--- config.mk ---
export PLATFORM = sky130hd
export DESIGN_NAME = spi_slave_rx_flat
export DESIGN_NICKNAME = d
export VERILOG_FILES = /design/src/rtl/spi_slave_rx_if.sv /design/src/rtl/spi_slave_rx.sv /design/src/flat_wrapper.sv
export SDC_FILE = /design/constraint.sdc
export NUM_CORES = 1
export LEC_CHECK = 0
export CAP_MARGIN = 25
export CELL_PAD_IN_SITES_DETAIL_PLACEMENT = 1
export CELL_PAD_IN_SITES_GLOBAL_PLACEMENT = 2
export CORE_AREA = 2 2 74 76
export DETAILED_ROUTE_END_ITERATION = 10
export DIE_AREA = 0 0 76 78
export PLACE_DENSITY = 0.79
export SLEW_MARGIN = 20
export SYNTH_ARGS = -nofsm -noshare
export SYNTH_HDL_FRONTEND = slang
export SYNTH_SLANG_ARGS = --single-unit
export TNS_END_PERCENT = 100
--- constraint.sdc ---
create_clock -name i_Clk -period 3.4 [get_ports i_Clk]
set_input_delay 0.51 -clock i_Clk [delete_from_list [all_inputs] [get_ports i_Clk]]
set_output_delay 0.51 -clock i_Clk [all_outputs]
set_load 0.005 [all_outputs]
--- src/rtl/spi_slave_rx_if.sv ---
`default_nettype none
// +----------------------------------------------------------------------------+
// | spi_slave_rx_if : SPI pin and byte-stream bundle for spi_slave_rx          |
// | Revision 1.0                                                               |
// +----------------------------------------------------------------------------+
interface spi_slave_rx_if #(
  parameter int DATA_WIDTH = 8
);
  logic                  i_SPI_Clk;
  logic                  i_SPI_CS_n;
  logic                  i_SPI_MOSI;
  logic                  o_SPI_MISO;
  logic [DATA_WIDTH-1:0] i_TX_Byte;
  logic                  o_TX_Load;
  logic                  o_Bit;
  logic                  o_Bit_Valid;
  logic [DATA_WIDTH-1:0] o_RX_Byte;
  logic                  o_RX_Valid;
  logic                  o_Frame_Err;

  modport slave (
    input  i_SPI_Clk, i_SPI_CS_n, i_SPI_MOSI, i_TX_Byte,
    output o_SPI_MISO, o_TX_Load, o_Bit, o_Bit_Valid, o_RX_Byte, o_RX_Valid, o_Frame_Err
  );

  modport master (
    output i_SPI_Clk, i_SPI_CS_n, i_SPI_MOSI, i_TX_Byte,
    input  o_SPI_MISO, o_TX_Load, o_Bit, o_Bit_Valid, o_RX_Byte, o_RX_Valid, o_Frame_Err
  );
endinterface
`default_nettype wire

--- src/rtl/spi_slave_rx.sv ---
`default_nettype none
// +----------------------------------------------------------------------------+
// | spi_slave_rx : SPI mode-0 slave, MSB-first RX deserialiser / TX serialiser |
// | Revision 1.0                                                               |
// +----------------------------------------------------------------------------+
module spi_slave_rx #(
  parameter int DATA_WIDTH  = 8,
  parameter int SYNC_STAGES = 2
) (
  input  logic          i_Clk,
  input  logic          i_Rst,
  spi_slave_rx_if.slave bus
);
  localparam int CW = $clog2(DATA_WIDTH);

  localparam logic [1:0] c_WAIT_IDLE = 2'd0;
  localparam logic [1:0] c_IDLE      = 2'd1;
  localparam logic [1:0] c_SHIFT     = 2'd2;

  logic [SYNC_STAGES-1:0] sck_sync_q, cs_sync_q, mosi_sync_q;
  logic                   sck_prev_q, cs_prev_q;
  logic [SYNC_STAGES:0]   settle_q;

  logic [1:0]            state_q, state_d;
  logic [CW-1:0]         cnt_q, cnt_d;
  logic [DATA_WIDTH-1:0] rx_sh_q, rx_sh_d;
  logic [DATA_WIDTH-1:0] tx_sh_q, tx_sh_d;
  logic [DATA_WIDTH-1:0] rx_byte_q, rx_byte_d;
  logic                  bit_q, bit_d;
  logic                  bit_valid_q, bit_valid_d;
  logic                  rx_valid_q, rx_valid_d;
  logic                  tx_load_q, tx_load_d;
  logic                  frame_err_q, frame_err_d;

  logic w_sck, w_cs_n, w_mosi;
  logic w_sck_rise, w_sck_fall, w_cs_rise, w_cs_fall;
  logic w_settled;

  assign w_sck  = sck_sync_q[SYNC_STAGES-1];
  assign w_cs_n = cs_sync_q[SYNC_STAGES-1];
  assign w_mosi = mosi_sync_q[SYNC_STAGES-1];

  assign w_sck_rise =  w_sck & ~sck_prev_q;
  assign w_sck_fall = ~w_sck &  sck_prev_q;
  assign w_cs_rise  =  w_cs_n & ~cs_prev_q;
  assign w_cs_fall  = ~w_cs_n &  cs_prev_q;

  // The CS_n=1 reset value of the synchroniser is not a real observation of
  // an idle bus; only trust it once the chain has been refilled from the pin.
  assign w_settled = settle_q[SYNC_STAGES];

  always_comb begin
    state_d     = state_q;
    cnt_d       = cnt_q;
    rx_sh_d     = rx_sh_q;
    tx_sh_d     = tx_sh_q;
    rx_byte_d   = rx_byte_q;
    bit_d       = bit_q;
    bit_valid_d = 1'b0;
    rx_valid_d  = 1'b0;
    tx_load_d   = 1'b0;
    frame_err_d = 1'b0;
    case (state_q)
      c_WAIT_IDLE: begin
        if (w_settled && w_cs_n) state_d = c_IDLE;
      end
      c_IDLE: begin
        if (w_cs_fall) begin
          state_d   = c_SHIFT;
          tx_sh_d   = bus.i_TX_Byte;
          tx_load_d = 1'b1;
          cnt_d     = '0;
        end
      end
      c_SHIFT: begin
        if (w_cs_rise) begin
          state_d = c_IDLE;
          if (cnt_q != '0) frame_err_d = 1'b1;
          cnt_d = '0;
        end else if (w_sck_rise) begin
          rx_sh_d     = {rx_sh_q[DATA_WIDTH-2:0], w_mosi};
          bit_d       = w_mosi;
          bit_valid_d = 1'b1;
          if (cnt_q == CW'(DATA_WIDTH - 1)) begin
            cnt_d      = '0;
            rx_byte_d  = {rx_sh_q[DATA_WIDTH-2:0], w_mosi};
            rx_valid_d = 1'b1;
          end else begin
            cnt_d = cnt_q + CW'(1);
          end
        end else if (w_sck_fall) begin
          if (cnt_q == '0) begin
            tx_sh_d   = bus.i_TX_Byte;
            tx_load_d = 1'b1;
          end else begin
            tx_sh_d = {tx_sh_q[DATA_WIDTH-2:0], 1'b0};
          end
        end
      end
      default: state_d = c_WAIT_IDLE;
    endcase
  end

  always_ff @(posedge i_Clk) begin
    if (i_Rst) begin
      sck_sync_q  <= '0;
      cs_sync_q   <= '1;
      mosi_sync_q <= '0;
      sck_prev_q  <= 1'b0;
      cs_prev_q   <= 1'b1;
      settle_q    <= '0;
      state_q     <= c_WAIT_IDLE;
      cnt_q       <= '0;
      rx_sh_q     <= '0;
      tx_sh_q     <= '0;
      rx_byte_q   <= '0;
      bit_q       <= 1'b0;
      bit_valid_q <= 1'b0;
      rx_valid_q  <= 1'b0;
      tx_load_q   <= 1'b0;
      frame_err_q <= 1'b0;
    end else begin
      sck_sync_q  <= {sck_sync_q[SYNC_STAGES-2:0], bus.i_SPI_Clk};
      cs_sync_q   <= {cs_sync_q[SYNC_STAGES-2:0], bus.i_SPI_CS_n};
      mosi_sync_q <= {mosi_sync_q[SYNC_STAGES-2:0], bus.i_SPI_MOSI};
      sck_prev_q  <= w_sck;
      cs_prev_q   <= w_cs_n;
      settle_q    <= {settle_q[SYNC_STAGES-1:0], 1'b1};
      state_q     <= state_d;
      cnt_q       <= cnt_d;
      rx_sh_q     <= rx_sh_d;
      tx_sh_q     <= tx_sh_d;
      rx_byte_q   <= rx_byte_d;
      bit_q       <= bit_d;
      bit_valid_q <= bit_valid_d;
      rx_valid_q  <= rx_valid_d;
      tx_load_q   <= tx_load_d;
      frame_err_q <= frame_err_d;
    end
  end

  assign bus.o_SPI_MISO  = (state_q == c_SHIFT) ? tx_sh_q[DATA_WIDTH-1] : 1'b0;
  assign bus.o_TX_Load   = tx_load_q;
  assign bus.o_Bit       = bit_q;
  assign bus.o_Bit_Valid = bit_valid_q;
  assign bus.o_RX_Byte   = rx_byte_q;
  assign bus.o_RX_Valid  = rx_valid_q;
  assign bus.o_Frame_Err = frame_err_q;
endmodule
`default_nettype wire

--- src/flat_wrapper.sv ---
// flat-port wrapper written by rule: the top's interface ports become plain ports
module spi_slave_rx_flat 
#(
  parameter int DATA_WIDTH  = 8,
  parameter int SYNC_STAGES = 2
)
  (i_Clk, i_Rst, bus_i_SPI_Clk, bus_i_SPI_CS_n, bus_i_SPI_MOSI, bus_i_TX_Byte, bus_o_SPI_MISO, bus_o_TX_Load, bus_o_Bit, bus_o_Bit_Valid, bus_o_RX_Byte, bus_o_RX_Valid, bus_o_Frame_Err);
  spi_slave_rx_if #(.DATA_WIDTH(DATA_WIDTH)) bus_i ();
  input  logic i_Clk;
  input  logic i_Rst;
  input wire logic [$bits(bus_i.i_SPI_Clk)-1:0] bus_i_SPI_Clk;
  input wire logic [$bits(bus_i.i_SPI_CS_n)-1:0] bus_i_SPI_CS_n;
  input wire logic [$bits(bus_i.i_SPI_MOSI)-1:0] bus_i_SPI_MOSI;
  input wire logic [$bits(bus_i.i_TX_Byte)-1:0] bus_i_TX_Byte;
  output wire logic [$bits(bus_i.o_SPI_MISO)-1:0] bus_o_SPI_MISO;
  output wire logic [$bits(bus_i.o_TX_Load)-1:0] bus_o_TX_Load;
  output wire logic [$bits(bus_i.o_Bit)-1:0] bus_o_Bit;
  output wire logic [$bits(bus_i.o_Bit_Valid)-1:0] bus_o_Bit_Valid;
  output wire logic [$bits(bus_i.o_RX_Byte)-1:0] bus_o_RX_Byte;
  output wire logic [$bits(bus_i.o_RX_Valid)-1:0] bus_o_RX_Valid;
  output wire logic [$bits(bus_i.o_Frame_Err)-1:0] bus_o_Frame_Err;
  assign bus_i.i_SPI_Clk = bus_i_SPI_Clk;
  assign bus_i.i_SPI_CS_n = bus_i_SPI_CS_n;
  assign bus_i.i_SPI_MOSI = bus_i_SPI_MOSI;
  assign bus_i.i_TX_Byte = bus_i_TX_Byte;
  assign bus_o_SPI_MISO = bus_i.o_SPI_MISO;
  assign bus_o_TX_Load = bus_i.o_TX_Load;
  assign bus_o_Bit = bus_i.o_Bit;
  assign bus_o_Bit_Valid = bus_i.o_Bit_Valid;
  assign bus_o_RX_Byte = bus_i.o_RX_Byte;
  assign bus_o_RX_Valid = bus_i.o_RX_Valid;
  assign bus_o_Frame_Err = bus_i.o_Frame_Err;
  spi_slave_rx #(.DATA_WIDTH(DATA_WIDTH), .SYNC_STAGES(SYNC_STAGES)) u_core (.i_Clk(i_Clk), .i_Rst(i_Rst), .bus(bus_i));
endmodule
# After elaboration in Yosys (flattened, before gate mapping)
# Index checks and enable logic that the tools add are counted.
[classes]
addsub = 1
magnitude_cmp = 0
eq_ne = 10
bitwise_logic = 11
n_div = 0
mul = 0
n_shift = 0
reduce_logical = 13
muxes = 26
[ops]
columns = ["operator", "count"]
rows = [
  ["8-bit 2-to-1 mux", 5],
  ["8-bit one-hot mux with 2 select lines", 1],
  ["3-bit 2-to-1 mux", 4],
  ["1-bit 2-to-1 mux", 10],
  ["3-bit AND reduction", 3],
  ["2-bit by 1-bit inequality test with 1-bit output, second input constant", 4],
  ["1-bit inverter", 7],
  ["2-bit 2-to-1 mux", 3],
  ["2-bit one-hot mux with 3 select lines", 1],
  ["3-bit one-hot mux with 2 select lines", 1],
  ["3-bit OR reduction", 2],
  ["5-bit AND reduction", 1],
  ["1-bit AND", 4],
  ["2-bit inequality test, second input constant", 2],
  ["4-bit AND reduction", 1],
  ["4-bit OR reduction", 1],
  ["3-bit by 1-bit adder with 3-bit output, second input constant", 1],
  ["3-bit equality test, second input constant", 1],
  ["3-bit zero test", 1],
  ["3-bit by 1-bit inequality test with 1-bit output, second input constant", 1],
  ["3-bit nonzero test", 1],
  ["2-bit by 1-bit equality test with 1-bit output, second input constant", 1],
  ["2-bit equality test, second input constant", 1],
  ["2-bit zero test", 1],
  ["3 further kinds", 3],
]
[totals]
n_memories = 0
out_inout_bits = 14
regBits = 44
rom_bits = 0
mem_bits_rw = 0
latchBits = 0

# Logic depth before layout (Yosys ltp)
# Gate-level depths: netlist of the first run.
[depth]
depth_word = 6
mapped_depth = 7
ltp_nobuf = 6

# Least setup slack after synthesis of the first run
# OpenSTA, ideal clock, no wires.
[synth_timing]
path_type = "flip-flop to output port"
start = "register u_core.state_q[0]"
end = "output port bus_o_SPI_MISO"
arrival_time_ps = 1000
t_required_ps = 2890
setup_slack_ps = 1890
path_stages_with_launch = 5
path_cell_list = "dfxtp_1 -> inv_1 -> ha_1 -> buf_4 -> and2_1"
[synth_via]
elab_chain_len = 2
[synth_lines]
columns = ["item", "line_no", "source"]
rows = [
  ["start, declared", "spi_slave_rx.sv:24", "logic [1:0] state_q, state_d;"],
  ["start signal, assigned", "spi_slave_rx.sv:112", "state_q <= c_WAIT_IDLE;"],
  ["start signal, assigned", "spi_slave_rx.sv:129", "state_q <= state_d;"],
  ["2-bit equality test", "spi_slave_rx.sv:142", "assign bus.o_SPI_MISO = (state_q == c_SHIFT) ? tx_sh_q[DATA_WIDTH-1] : 1'b0;"],
  ["1-bit 2-to-1 mux", "spi_slave_rx.sv:142", ""],
  ["end, declared", "flat_wrapper.sv:15", "output wire logic [$bits(bus_i.o_SPI_MISO)-1:0] bus_o_SPI_MISO;"],
]
# Every way passes these cells.

# Final worst setup path of the first run
# Ends and elaborated chain as after synthesis.

==> impl_metrics.env, run 1 <==
export IMPL_clk_latency_ps=290
export IMPL_clkTransAtPathRegs_ps=80
export IMPL_die_area_um2=5930
export IMPL_tightestPinTransition_ps=692
export IMPL_min_to="u_core.cs_sync_q[1]"
export IMPL_cts_buffers_inserted=5
export IMPL_ys_ff_latch=43
export IMPL_drv_cap=0
export IMPL_setup_tns_ps=0
export IMPL_min_path_type="reg2reg"
export IMPL_viasPerCell=4.78
export IMPL_synth_edf_count=0
export IMPL_dr_pass1_iters=4
export IMPL_ant_nets=0
export IMPL_synth_area_leaders="dfxtp_1 48%, mux2i_1 12%, ha_1 5.5%"
export IMPL_routedWlPerCell_um=14.0
export IMPL_antenna_found_initial=0
export IMPL_powerDensity_nw_per_um2=515
export IMPL_period_minus_slack_ps=2470
export IMPL_rr_startpoint="u_core.state_q[0]"
export IMPL_grt_pass1_wl_um=6490
export IMPL_reg2regPathDepth=5
export IMPL_peakVddDrop_mv=0.258
export IMPL_setup_viol=0
export IMPL_yosys_area_top_type_share_pct=47.6
export IMPL_start_kind="register"
export IMPL_fin_skew_ps=7.45
export IMPL_crit_fanout=11
export IMPL_rsz0062_at_grt="false"
export IMPL_grt_overflow_total=0
export IMPL_grt_pass1_vias=1384
export IMPL_cellLeakagePower_nw=0.960
export IMPL_start_util_pct=35.8
export IMPL_synth_cell_types=38
export IMPL_clockBufferDepth=2
export IMPL_fmaxAchievable_mhz=405
export IMPL_htree_levels=2
export IMPL_place_ws_ps=1260
export IMPL_ctsRootBufferMaster="clkbuf_8"
export IMPL_critPathArrivalTime_ps=1960
export IMPL_die_h_um=78
export IMPL_outcome="completed"
export IMPL_critPathTopFamily="buffers and inverters"
export IMPL_p_int_mw=0.805
export IMPL_power_frac_seq_pct=50.8
export IMPL_synthArstFlopShare_pct=0
export IMPL_antenna_diode_count=0
export IMPL_hold_buffers=0
export IMPL_drive_gt1_share_pct=13.4
export IMPL_crit_type="reg2out"
export IMPL_cp_slowest_cell="clkdlybuf4s50_1"
export IMPL_hold_depth=1
export IMPL_synth_warnings=0
export IMPL_final_cell_count_no_fill=272
export IMPL_first_iter_violations=18
export IMPL_period_share_pct=72.6
export IMPL_p_clk_share_pct=27.0
export IMPL_grtUsageTotal_pct=13.8
export IMPL_synth_ff_type="dfxtp_1"
export IMPL_grt_max_degree=29
export IMPL_r2r_slack_ps=1230
export IMPL_nets=222
export IMPL_synth_top_cells_by_count="43 x dfxtp_1, 22 x mux2i_1, 18 x nor2_1, 12 x a21oi_1, 9 x nor2b_1"
export IMPL_syn2layout_area_growth_pct=22.8
export IMPL_gp_congestion=0.780
export IMPL_setup_ws_ps=930
export IMPL_power_switching_mw=0.336
export IMPL_synth_nets=194
export IMPL_max_stage_delay_ps=500
export IMPL_dp_hpwl_um=2740
export IMPL_drv_slew=0
export IMPL_synth_largest_area_cell="dfxtp_1"
export IMPL_synth_cells=173
export IMPL_core_area_um2=5040
export IMPL_r2r_end="u_core.bus.o_RX_Byte[7]"
export IMPL_ys_seq_area_share_pct=47.6
export IMPL_vias=1300
export IMPL_end_kind="output port"
export IMPL_fillCellCount=574
export IMPL_io_pin_count=27
export IMPL_p_total_mw=1.14
export IMPL_p_comb_share_pct=22.2
export IMPL_hold_violations=0
export IMPL_hold_path_startpoint="u_core.cs_sync_q[0]"
export IMPL_syn_cell_area_um2=1810
export IMPL_crit_buf_inv=2
export IMPL_drcViolationCount=0
export IMPL_cts_sinks=43
export IMPL_portBuffers=26
export IMPL_swShare_pct=29.5
export IMPL_avgSynthCellArea_um2=10.4
export IMPL_cts_resized_gates=0
export IMPL_fp_dieW_um=76
export IMPL_crit_path_cell_trace="inv_1 > ha_1 > and2_1 > clkdlybuf4s50_1"
export IMPL_cp_required_ps=2890
export IMPL_wl_um=3810
export IMPL_cts_tree="done"
export IMPL_synth_most_common_cell="dfxtp_1"
export IMPL_std_cell_rows=26
export IMPL_post_cts_buffers=0
export IMPL_dp_cells=264
export IMPL_maxSlewHeadroom_pct=53.7
-- per-stage QoR --
| step | hold WS [ps] | util (%) | area, µm² |
|---|---|---|---|
| floorplan | 389 | - | 1810 |
| global route | 434 | 44.0 | 2220 |
| detailed placement | 395 | 42.3 | 2130 |
| global placement | 391 | 42.3 | 2130 |
| finish | 412 | 44.0 | 2220 |
| CTS | 414 | 44.0 | 2220 |
-- worst reg2reg max path: stages, from the launching register on --
cell	delay, ps
dfxtp_1	350
inv_1	120
ha_1	490
nand4_1	680
mux2i_1	350
nor2_1	60
-- state kept, by name, summed over array words and instances (netlist names) --
name	count
u_core.bus.o_Bit_Valid	1
u_core.bus.o_Frame_Err	1
u_core.bus.o_RX_Byte	8
u_core.bus.o_RX_Valid	1
u_core.bus.o_TX_Load	1
u_core.cnt_q	3
u_core.cs_prev_q	1
u_core.cs_sync_q	2
u_core.mosi_sync_q	2
u_core.rx_sh_q	7
u_core.sck_prev_q	1
u_core.sck_sync_q	2
u_core.settle_q	3
u_core.state_q	2
u_core.tx_sh_q	8
-- worst max path at each step --
stage / depth (start not counted) / end / from / slack [ps]
2_1_floorplan: 4 / bus_o_SPI_MISO / u_core.state_q[0] / 1890
3_3_place_gp: 4 / bus_o_SPI_MISO / u_core.state_q[0] / 1330
3_5_place_dp: 5 / u_core.bus.o_RX_Byte[0] / u_core.state_q[0] / 1260
4_1_cts: 4 / bus_o_SPI_MISO / u_core.state_q[0] / 930
5_1_grt: 4 / bus_o_SPI_MISO / u_core.state_q[0] / 800
6_report: 4 / bus_o_SPI_MISO / u_core.state_q[0] / 930
-- kinds of logic after synthesis --
kind of cell	count (synthesis)	synth area share [%]
simple gates	54	17.1
flops	43	47.6
compound gates	31	13.6
mux	22	12.2
buf+inv	15	3.88
fa+ha+maj	8	5.54
-- power by group through the flow --
stage	Sequential (mW)	Clock, mW	Combinational, mW
floorplan	0.583	0	0.204
global placement	0.588	0	0.241
detailed placement	0.591	0	0.258
CTS	0.579	0.322	0.258
global route	0.584	0.345	0.285
finish	0.580	0.308	0.254
-- routing by layer --
layer	vias up	global-route usage, %	wire [µm]
met5	-	0	0
met4	0	7.09	79
met3	7	3.14	120
met2	27	24.8	1890
met1	616	15.3	1710
li1	650	-	-
-- final cells by class --
class / count / area [µm²] / area share [%]
inverter: 7 / 26.3 / 1.18
sequential: 43 / 861 / 38.8
multi-input combinational: 115 / 876 / 39.5
timing repair buffer: 29 / 283 / 12.7
tap: 70 / 87.6 / 3.95
clock inverter: 2 / 12.5 / 0.564
clock buffer: 6 / 72.6 / 3.27
-- cells in the final DEF (no fill, tap or decap), drive strengths merged, types with 2 or more instances in the layout --
cell type,count
nand2b,3
buf,3
a21oi,12
nor2b,10
clkbuf,6
mux2i,22
nand4,2
ha,8
a211oi,7
and3,2
nor3,4
nor2,18
dfxtp,43
or2,3
nand3,2
and2,3
inv,7
o21ai,7
nand2,2
clkdlybuf4s50,26
(Power assumes the default switching activity.)
==> run 2, diff against run 1 <==
CORE_AREA = 2 2 81 83   (was 2 2 74 76)
DIE_AREA = 0 0 83 85   (was 0 0 76 78)
PLACE_DENSITY = 0.7   (was 0.79)
clock period = 2.1 ns   (was 3.4 ns; I/O delays follow)
==> impl_metrics.env, run 2 (same netlist as run 1, synthesis figures left out) <==
export IMPL_vias=1326
export IMPL_grtUsageTotal_pct=11.9
export IMPL_powerDensity_nw_per_um2=824
export IMPL_drcViolationCount=0
export IMPL_drv_slew=0
export IMPL_syn2layout_area_growth_pct=24.9
export IMPL_fmaxAchievable_mhz=508
export IMPL_cts_tree="done"
export IMPL_clockBufferDepth=2
export IMPL_gp_congestion=0.806
export IMPL_setup_ws_ps=132
export IMPL_top_layer="met4"
export IMPL_met2_length_um=1990
export IMPL_io_pin_count=27
export IMPL_fp_dieW_um=83
export IMPL_start_kind="register"
export IMPL_first_iter_violations=21
export IMPL_fin_skew_ps=8.08
export IMPL_wirelength_met1_um=1730
export IMPL_post_cts_buffers=0
export IMPL_whs_ps=414
export IMPL_grt_pass1_wl_um=6860
export IMPL_antenna_found_initial=0
export IMPL_viasPerCell=4.72
export IMPL_cts_sinks=43
export IMPL_htree_levels=2
export IMPL_clk_latency_ps=290
export IMPL_antenna_diode_count=0
export IMPL_min_path_type="reg2reg"
export IMPL_final_cell_mix="43 x dfxtp_1, 26 x clkdlybuf4s50_1, 22 x mux2i_1"
export IMPL_die_area_um2=7060
export IMPL_dp_hpwl_um=2830
export IMPL_routedWlPerCell_um=14.1
export IMPL_hold_buffers=0
export IMPL_cts_buffers_inserted=5
export IMPL_grt_overflow_total=0
export IMPL_period_share_pct=93.7
export IMPL_portBuffers=26
export IMPL_dr_pass1_iters=2
export IMPL_clkTransAtPathRegs_ps=80
export IMPL_drv_cap=0
export IMPL_setup_viol=0
export IMPL_rsz0062_at_grt="false"
export IMPL_peakVddDrop_mv=0.272
export IMPL_maxSlewHeadroom_pct=61.7
export IMPL_grt_max_degree=40
export IMPL_core_area_um2=6200
export IMPL_period_minus_slack_ps=1970
export IMPL_ant_nets=0
export IMPL_end_kind="output port"
export IMPL_tightestPinTransition_ps=574
export IMPL_final_common_cell="dfxtp_1"
export IMPL_place_ws_ps=367
export IMPL_critPathArrivalTime_ps=1650
export IMPL_hold_violations=0
export IMPL_die_h_um=85
export IMPL_ctsRootBufferMaster="clkbuf_8"
export IMPL_wl_um=3950
export IMPL_crit_fanout=4
export IMPL_outcome="completed"
export IMPL_nets=224
export IMPL_p_total_mw=1.86
export IMPL_start_util_pct=29.1
export IMPL_crit_type="reg2out"
export IMPL_wl_met3_um=154
export IMPL_fillCellCount=713
export IMPL_multi_input_area_um2=878
export IMPL_setup_tns_ps=0
export IMPL_grt_pass1_vias=1472
export IMPL_cp_required_ps=1780
export IMPL_cts_resized_gates=0
export IMPL_regArea_um2=861
export IMPL_std_cell_rows=29
export IMPL_cellLeakagePower_nw=0.978
export IMPL_drive_gt1_share_pct=15.2
[run 2: changes by cell type in the layout (fill, tap and decap cells not counted)]
cell and delta:
buf_12 +1, buf_4 +1, clkbuf_1 -1, clkinv_2 +2
clkinvlp_4 -1, ha_1 -1, ha_2 +1
[run 2: metrics by stage]
stage                     std cells  utilization, %  area, µm²
final                           281            36.4       2260
after global placement          273            35.0       2170
after detailed placement        273            35.0       2170
after floorplan                 173               -       1810
after CTS                       281            36.3       2250
after global routing            281            36.4       2260
[run 2: final timing paths]
kind	startpoint	endpoint	slack, ps	cells past startpoint
worst min-delay path	u_core.cs_sync_q[0]	u_core.cs_sync_q[1]	410	1
worst min register to register	u_core.cs_sync_q[0]	u_core.cs_sync_q[1]	410	1
worst max register to register	u_core.state_q[0]	u_core.tx_sh_q[0]	380	5
worst max-delay path	u_core.state_q[0]	bus_o_SPI_MISO	130	4
[run 2: area by class of cell]
cell class,instances,share of cell area (%)
inverter,7,1.16
clock buffer,5,3.05
tap,77,4.27
timing repair buffer,31,13.8
multi-input combinational,115,38.9
clock inverter,3,0.666
sequential,43,38.2
[run 2: power breakdown]
part / switching [mW] / total [mW] / leakage [nW] / internal, mW
combinational: 0.232 / 0.415 / 0.581 / 0.183
sequential: 0.0466 / 0.940 / 0.350 / 0.894
clock: 0.275 / 0.503 / 0.0477 / 0.228
[run 2: critical path, cell delays in order, from the launching register on]
cell and delay [ps]:
dfxtp_1 350, inv_1 120, ha_2 250, and2_1 140
clkdlybuf4s50_1 490
[run 2: per-layer routing]
layer,global-route usage (%),vias up
li1,-,653
met1,12.9,638
met2,21.8,28
met3,2.82,7
met4,5.37,0
met5,0,-
